### src/rtl/example_sdiv_21s_8s_14_seq.sv
// Iterative signed divider (restoring, one quotient bit per cycle, C-style truncation toward zero).
// Latency: operands accepted in the ap_ready cycle; ap_done pulses DIVIDEND_W+2 cycles later (23 for the defaults).
// Backpressure: none; ap_start is only sampled in IDLE and is never queued. Optional macro EXAMPLE_SDIV_SAT_EN saturates quot on overflow.
module example_sdiv_21s_8s_14_seq #(
    parameter int DIVIDEND_W = 21,
    parameter int DIVISOR_W  = 8,
    parameter int QUOT_W     = 14
) (
    input  logic                         ap_clk,
    input  logic                         ap_rst,
    input  logic                         ap_start,
    output logic                         ap_ready,
    output logic                         ap_idle,
    output logic                         ap_done,
    input  logic signed [DIVIDEND_W-1:0] din0,
    input  logic signed [DIVISOR_W-1:0]  din1,
    output logic signed [QUOT_W-1:0]     quot,
    output logic signed [DIVISOR_W-1:0]  rem,
    output logic                         ovf,
    output logic                         dbz
);

    localparam int CNT_W = $clog2(DIVIDEND_W);
    localparam logic [CNT_W-1:0]  LAST_CNT = CNT_W'(DIVIDEND_W - 1);
    localparam logic [QUOT_W-1:0] QMAX     = {1'b0, {(QUOT_W-1){1'b1}}};
    localparam logic [QUOT_W-1:0] QMIN     = {1'b1, {(QUOT_W-1){1'b0}}};

    typedef enum logic [1:0] {S_IDLE, S_CALC, S_FIX, S_DONE} state_t;

    state_t r_state;
    state_t w_state_nxt;

    // Latched operand magnitudes and signs
    logic [DIVIDEND_W-1:0] r_quo;      // dividend bits shift out, quotient bits shift in
    logic [DIVISOR_W-1:0]  r_dvs;
    logic [DIVISOR_W-1:0]  r_rem;
    logic                  r_neg_a;
    logic                  r_neg_b;
    logic                  r_zero;
    logic [CNT_W-1:0]      r_cnt;

    // Registered results
    logic [QUOT_W-1:0]     r_quot;
    logic [DIVISOR_W-1:0]  r_rem_o;
    logic                  r_ovf;
    logic                  r_dbz;

    logic                  w_accept;
    logic [DIVIDEND_W-1:0] w_a_u;
    logic [DIVISOR_W-1:0]  w_b_u;
    logic [DIVIDEND_W-1:0] w_a_abs;
    logic [DIVISOR_W-1:0]  w_b_abs;
    logic [DIVISOR_W:0]    w_trial;
    logic [DIVISOR_W+1:0]  w_diff;
    logic                  w_ge;
    logic [DIVISOR_W-1:0]  w_rem_nxt;
    logic                  w_neg_q;
    logic [DIVIDEND_W:0]   w_q_s;
    logic [DIVIDEND_W:QUOT_W-1] w_q_hi;
    logic                  w_ovf;
    logic [QUOT_W-1:0]     w_q_out;

    assign w_accept = (r_state == S_IDLE) && ap_start;

    // Magnitudes: the most negative inputs still fit their unsigned widths
    assign w_a_u   = din0;
    assign w_b_u   = din1;
    assign w_a_abs = din0[DIVIDEND_W-1] ? (~w_a_u + 1'b1) : w_a_u;
    assign w_b_abs = din1[DIVISOR_W-1]  ? (~w_b_u + 1'b1) : w_b_u;

    // One restoring step: the borrow bit of the trial subtraction decides the quotient bit
    assign w_trial   = {r_rem, r_quo[DIVIDEND_W-1]};
    assign w_diff    = {1'b0, w_trial} - {2'b00, r_dvs};
    assign w_ge      = ~w_diff[DIVISOR_W+1];
    assign w_rem_nxt = w_ge ? DIVISOR_W'(w_diff) : DIVISOR_W'(w_trial);

    // Signed quotient one bit wider than the magnitude, so +2^(DIVIDEND_W-1) is representable
    assign w_neg_q = r_neg_a ^ r_neg_b;
    assign w_q_s   = w_neg_q ? (~{1'b0, r_quo} + 1'b1) : {1'b0, r_quo};
    assign w_q_hi  = w_q_s[DIVIDEND_W:QUOT_W-1];
    assign w_ovf   = ~((&w_q_hi) | ~(|w_q_hi));

`ifdef EXAMPLE_SDIV_SAT_EN
    assign w_q_out = w_ovf ? (w_neg_q ? QMIN : QMAX) : QUOT_W'(w_q_s);
`else
    assign w_q_out = QUOT_W'(w_q_s);
`endif

    // State register
    always_ff @(posedge ap_clk) begin
        if (ap_rst) r_state <= S_IDLE;
        else        r_state <= w_state_nxt;
    end

    // Next-state logic
    always_comb begin
        w_state_nxt = r_state;
        case (r_state)
            S_IDLE:  if (ap_start) w_state_nxt = S_CALC;
            S_CALC:  if (r_cnt == LAST_CNT) w_state_nxt = S_FIX;
            S_FIX:   w_state_nxt = S_DONE;
            S_DONE:  w_state_nxt = S_IDLE;
            default: w_state_nxt = S_IDLE;
        endcase
    end

    // Handshake outputs; reset suppresses acceptance in the same cycle
    always_comb begin
        ap_idle  = (r_state == S_IDLE);
        ap_ready = (r_state == S_IDLE) && ap_start && !ap_rst;
        ap_done  = (r_state == S_DONE);
    end

    // Operand latch, shift-subtract iterations and sign fix-up of the results
    always_ff @(posedge ap_clk) begin
        if (ap_rst) begin
            r_quo   <= '0;
            r_dvs   <= '0;
            r_rem   <= '0;
            r_neg_a <= 1'b0;
            r_neg_b <= 1'b0;
            r_zero  <= 1'b0;
            r_cnt   <= '0;
            r_quot  <= '0;
            r_rem_o <= '0;
            r_ovf   <= 1'b0;
            r_dbz   <= 1'b0;
        end else begin
            case (r_state)
                S_IDLE: begin
                    if (w_accept) begin
                        r_quo   <= w_a_abs;
                        r_dvs   <= w_b_abs;
                        r_rem   <= '0;
                        r_neg_a <= din0[DIVIDEND_W-1];
                        r_neg_b <= din1[DIVISOR_W-1];
                        r_zero  <= (din1 == '0);
                        r_cnt   <= '0;
                    end
                end
                S_CALC: begin
                    r_rem <= w_rem_nxt;
                    r_quo <= {r_quo[DIVIDEND_W-2:0], w_ge};
                    r_cnt <= r_cnt + 1'b1;
                end
                S_FIX: begin
                    r_dbz <= r_zero;
                    if (r_zero) begin
                        // Divide by zero: iteration results are discarded
                        r_quot  <= r_neg_a ? QMIN : QMAX;
                        r_rem_o <= '0;
                        r_ovf   <= 1'b0;
                    end else begin
                        r_quot  <= w_q_out;
                        r_rem_o <= r_neg_a ? (~r_rem + 1'b1) : r_rem;
                        r_ovf   <= w_ovf;
                    end
                end
                default: ;
            endcase
        end
    end

    assign quot = r_quot;
    assign rem  = r_rem_o;
    assign ovf  = r_ovf;
    assign dbz  = r_dbz;

endmodule
### config.mk
export PLATFORM = sky130hd
export DESIGN_NAME = example_sdiv_21s_8s_14_seq
export DESIGN_NICKNAME = d
export VERILOG_FILES = /design/src/rtl/example_sdiv_21s_8s_14_seq.sv
export SDC_FILE = /design/constraint.sdc
export NUM_CORES = 1
export LEC_CHECK = 0
export BUFFER_PORTS_ARGS = -buffer_cell sky130_fd_sc_hd__buf_2
export CAP_MARGIN = 25
export CORE_UTILIZATION = 45
export DETAILED_ROUTE_END_ITERATION = 6
export SLEW_MARGIN = 30
export SYNTH_ARGS = -nofsm -noshare
export SYNTH_HDL_FRONTEND = slang
export SYNTH_SLANG_ARGS = --single-unit
### constraint.sdc
create_clock -name ap_clk -period 3 [get_ports ap_clk]
set_input_delay 0.6 -clock ap_clk [delete_from_list [all_inputs] [get_ports ap_clk]]
set_output_delay 0.6 -clock ap_clk [all_outputs]
set_load 0.05 [all_outputs]
==> impl_metrics.prom <==
# TYPE chip_impl_metric gauge
chip_impl_metric{name="fill_cells",unit=""} 997
chip_impl_metric{name="grt_max_degree",unit=""} 67
chip_impl_metric{name="fin_tns_setup",unit="ns"} 0
chip_impl_info{name="clock_tree_from_tritoncts",value="yes"} 1
chip_impl_info{name="path_class",value="primary input to register"} 1
chip_impl_metric{name="cts_buffers",unit=""} 9
chip_impl_metric{name="cts.repair.resized",unit=""} 0
chip_impl_info{name="rsz0062_at_grt",value="no"} 1
chip_impl_metric{name="htreeDepth",unit=""} 3
chip_impl_info{name="final_cell_mix",value="79 x sky130_fd_sc_hd__nor2_1, 71 x sky130_fd_sc_hd__dfxtp_1, 58 x sky130_fd_sc_hd__buf_2, 52 x sky130_fd_sc_hd__nand2_1, 37 x sky130_fd_sc_hd__o21ai_0"} 1
chip_impl_metric{name="met2_usage",unit="%"} 34.1
chip_impl_info{name="cts-root-buf",value="sky130_fd_sc_hd__clkbuf_8"} 1
chip_impl_metric{name="seq_power_share",unit="%"} 30.5
chip_impl_metric{name="power_switching",unit="mW"} 1.97
chip_impl_metric{name="via_count",unit=""} 4224
chip_impl_metric{name="first_pass_iters",unit=""} 7
chip_impl_metric{name="area.growth.synth_to_final",unit="%"} 13.0
chip_impl_metric{name="n_antenna_cell",unit=""} 0
chip_impl_metric{name="final.setup_skew",unit="ns"} 0.0103
chip_impl_info{name="worst_path_max_delay_cell",value="sky130_fd_sc_hd__or4b_4"} 1
chip_impl_metric{name="met3_usage",unit="%"} 3.35
chip_impl_metric{name="wl_per_cell",unit="microns"} 14.4
chip_impl_metric{name="crit_path_max_incr_delay",unit="ns"} 0.55
chip_impl_metric{name="wire_length_of_the_first_global_routing_pass",unit="microns"} 18600
chip_impl_metric{name="wp_data_required",unit="ns"} 3.20
chip_impl_metric{name="power.internal",unit="mW"} 2.46
chip_impl_metric{name="floorplan.initialDensity",unit="%"} 46.4
chip_impl_metric{name="vias_in_the_first_global_route",unit=""} 3811
chip_impl_metric{name="netlist_instances",unit=""} 583
chip_impl_metric{name="ctsLongestPathBuffers",unit=""} 2
chip_impl_metric{name="drt-total-wl",unit="microns"} 11000
chip_impl_info{name="endpoint_kind",value="register"} 1
chip_impl_metric{name="insertion_delay",unit="ns"} 0.34
chip_impl_metric{name="synth.avg_cell_area",unit="sq um"} 7.77
chip_impl_metric{name="drt_iter0_markers",unit=""} 251
chip_impl_info{name="layout.cells.most_common",value="sky130_fd_sc_hd__nor2_1"} 1
chip_impl_metric{name="place_area",unit="sq um"} 4910
chip_impl_metric{name="synth_seq_area_share",unit="%"} 31.4
chip_impl_metric{name="synth_fp_nets",unit=""} 634
chip_impl_metric{name="synth_cell_types",unit=""} 56
chip_impl_info{name="run_status",value="complete, no violations"} 1
chip_impl_metric{name="leakagePower",unit="nW"} 1.99
chip_impl_info{name="grt-busiest-layer",value="met2"} 1
chip_impl_info{name="cp_cell_sequence",value="buf_2, or4_4, or4b_4, or3_4, o31ai_4, xnor2_1, a222oi_1, nor2_1"} 1
chip_impl_metric{name="reg2reg_setup_slack",unit="ns"} 0.44
chip_impl_metric{name="finish.net_count",unit=""} 676
chip_impl_metric{name="dpl.hpwl",unit="microns"} 8090
chip_impl_metric{name="fp.dieW",unit="microns"} 102
chip_impl_metric{name="timing.final.crit_share",unit="%"} 86.7
chip_impl_info{name="min-delay-path-class",value="register to register"} 1
chip_impl_metric{name="cap_violations",unit=""} 0
chip_impl_metric{name="fin_crit_period",unit="ns"} 2.60
chip_impl_metric{name="count_of_final_setup_violators",unit=""} 0
chip_impl_metric{name="globalRouteTotalUtil",unit="%"} 22.3
chip_impl_metric{name="path_clk_slew",unit="ns"} 0.07
chip_impl_metric{name="comb_power_share",unit="%"} 51.2
chip_impl_metric{name="met1_track_utilization_from_global_routing",unit="%"} 32.6
chip_impl_metric{name="max_clock_freq",unit="MHz"} 385
chip_impl_metric{name="maxSlewViolCount",unit=""} 0
chip_impl_metric{name="ys_async_sr_fraction",unit="%"} 0
chip_impl_metric{name="drcViolationCount",unit=""} 0
chip_impl_metric{name="worst-path-max-fanout",unit=""} 4
chip_impl_info{name="crit_path_start_kind",value="primary input"} 1
chip_impl_metric{name="sw_frac_of_total",unit="%"} 44.4
chip_impl_metric{name="tightest_slew",unit="ns"} 0.886
chip_impl_metric{name="hold_viol_final",unit=""} 0
chip_impl_info{name="ys.flop_type",value="sky130_fd_sc_hd__dfxtp_1"} 1
chip_impl_metric{name="antenna_found_initial",unit=""} 0
chip_impl_metric{name="synth_enable_flop_cells",unit=""} 0
chip_impl_metric{name="drive_gt1_share",unit="%"} 14.4
chip_impl_metric{name="p_clk_share",unit="%"} 18.3
chip_impl_metric{name="cellPowerDensity",unit="nW/um^2"} 866
chip_impl_metric{name="row_count",unit=""} 36
chip_impl_metric{name="cts_num_sinks",unit=""} 71
chip_impl_metric{name="synth.ff_latch_count",unit=""} 71
chip_impl_metric{name="floorplan.core_area",unit="sq um"} 9770
chip_impl_metric{name="post_cts.repair.setup_buffers",unit=""} 0
chip_impl_metric{name="number_of_synthesis_warnings",unit=""} 0
chip_impl_metric{name="num_io_pins",unit=""} 59
chip_impl_metric{name="critical_path_arrival",unit="ns"} 2.80
chip_impl_metric{name="grt_overflow",unit=""} 0
chip_impl_metric{name="post_detailed_route_count_of_antenna_violating_nets",unit=""} 0
chip_impl_metric{name="max-vdd-ir-drop",unit="uV"} 394
chip_impl_metric{name="place.gp.congestion",unit=""} 0.865
chip_impl_metric{name="port-buffer-count",unit=""} 58
chip_impl_metric{name="die_outline_area",unit="sq um"} 10500
chip_impl_metric{name="via_per_inst",unit=""} 5.54
chip_impl_metric{name="floorplan.die.height",unit="microns"} 102
chip_impl_metric{name="ctsHoldBuffers",unit=""} 0
chip_impl_metric{name="final_area",unit="sq um"} 5120
chip_impl_metric{name="slew_headroom",unit="%"} 41.0
chip_impl_metric{name="syn-cell-area",unit="sq um"} 4530
kinds of logic after synthesis:
group                      count (synthesis)  share of synthesized area (%)
DFF                                       71                           31.4
xor gates and xnor gates                  43                           8.31
AOI/OAI and AO/OA                        155                           23.3
adders and majority gates                 19                           5.41
muxes                                     12                           2.76
and+or+nand+nor                          217                           23.2
buffers and inverters                     66                           5.66
cell type report:
type                    instances  area, sq um  share of cell area [%]
multi-input cells             446         2850                    55.7
repair buffers                 68          365                    7.14
well taps                     133          166                    3.25
flip-flops and latches         71         1420                    27.8
inverters                      29          109                    2.13
clock buffers                  12          135                    2.64
clock inverters                 4         70.1                    1.37
critical path, delay by kind of cell:
family	cells	cell delay (ns)
AO/OA/AOI/OAI	2	0.47
XOR/XNOR	1	0.09
buffers and inverters	1	0.10
AND/OR/NAND/NOR	4	1.53
cell usage after synthesis, types with 5 or more instances:
cell type,instances,share of area (%)
sky130_fd_sc_hd__nor3_1,12,1.3
sky130_fd_sc_hd__a22oi_1,5,0.83
sky130_fd_sc_hd__mux2i_1,8,1.8
sky130_fd_sc_hd__dfxtp_1,71,31
sky130_fd_sc_hd__xnor2_1,32,6.2
sky130_fd_sc_hd__a211oi_1,11,1.8
sky130_fd_sc_hd__inv_1,29,2.4
sky130_fd_sc_hd__nor2_1,79,6.5
sky130_fd_sc_hd__nand3_1,6,0.66
sky130_fd_sc_hd__or3_1,8,1.1
sky130_fd_sc_hd__nand4_1,8,1.1
sky130_fd_sc_hd__o31ai_1,11,1.8
sky130_fd_sc_hd__nand2_1,52,4.3
sky130_fd_sc_hd__o211ai_1,7,1.2
sky130_fd_sc_hd__a21oi_1,34,3.8
sky130_fd_sc_hd__o21ai_0,37,4.1
sky130_fd_sc_hd__nor2b_1,11,1.5
sky130_fd_sc_hd__a222oi_1,16,3.5
sky130_fd_sc_hd__clkbuf_1,31,2.6
sky130_fd_sc_hd__nand2b_1,22,3.0
sky130_fd_sc_hd__xor2_1,11,2.1
sky130_fd_sc_hd__ha_1,18,5.0
state kept, by name, summed over array words and instances, names as in the netlist:
name,count
r_quo,21
quot,14
r_dvs,8
r_rem,8
rem,8
r_cnt,5
r_state,2
dbz,1
ovf,1
r_neg_a,1
r_neg_b,1
r_zero,1
power groups by stage:
stage                     clock network (mW)  registers [mW]  logic, mW
after floorplan                            0            1.40       1.69
after global placement                     0            1.36       2.22
after detailed placement                   0            1.36       2.25
after CTS                              0.841            1.34       2.26
after global routing                   0.873            1.38       2.55
final                                  0.812            1.35       2.27
per-layer routing:
layer,vias to the layer above,wire (microns)
li1,2167,-
met1,1937,5660
met2,113,4810
met3,7,450
met4,0,76
met5,-,0
worst paths after layout:
check | start | end | cells past startpoint
worst max-delay path | din0[0] | r_quo[17] | 8
worst max register to register | r_quo[7] | ovf | 7
worst min-delay path | quot[10] | quot[10] | 2
worst min register to register | quot[10] | quot[10] | 2
stage by stage:
step	std cells	total power [mW]	utilization (%)	worst slack, ns	hold WS, ns
finish	763	4.43	52.4	0.400	0.469
global route	763	4.80	52.4	0.188	0.494
CTS	763	4.45	52.4	0.407	0.472
detailed placement	747	3.62	50.3	0.0398	0.459
global placement	747	3.58	50.3	0.0629	0.453
floorplan	583	3.09	-	0.261	0.440
(Power assumes the default switching activity.)
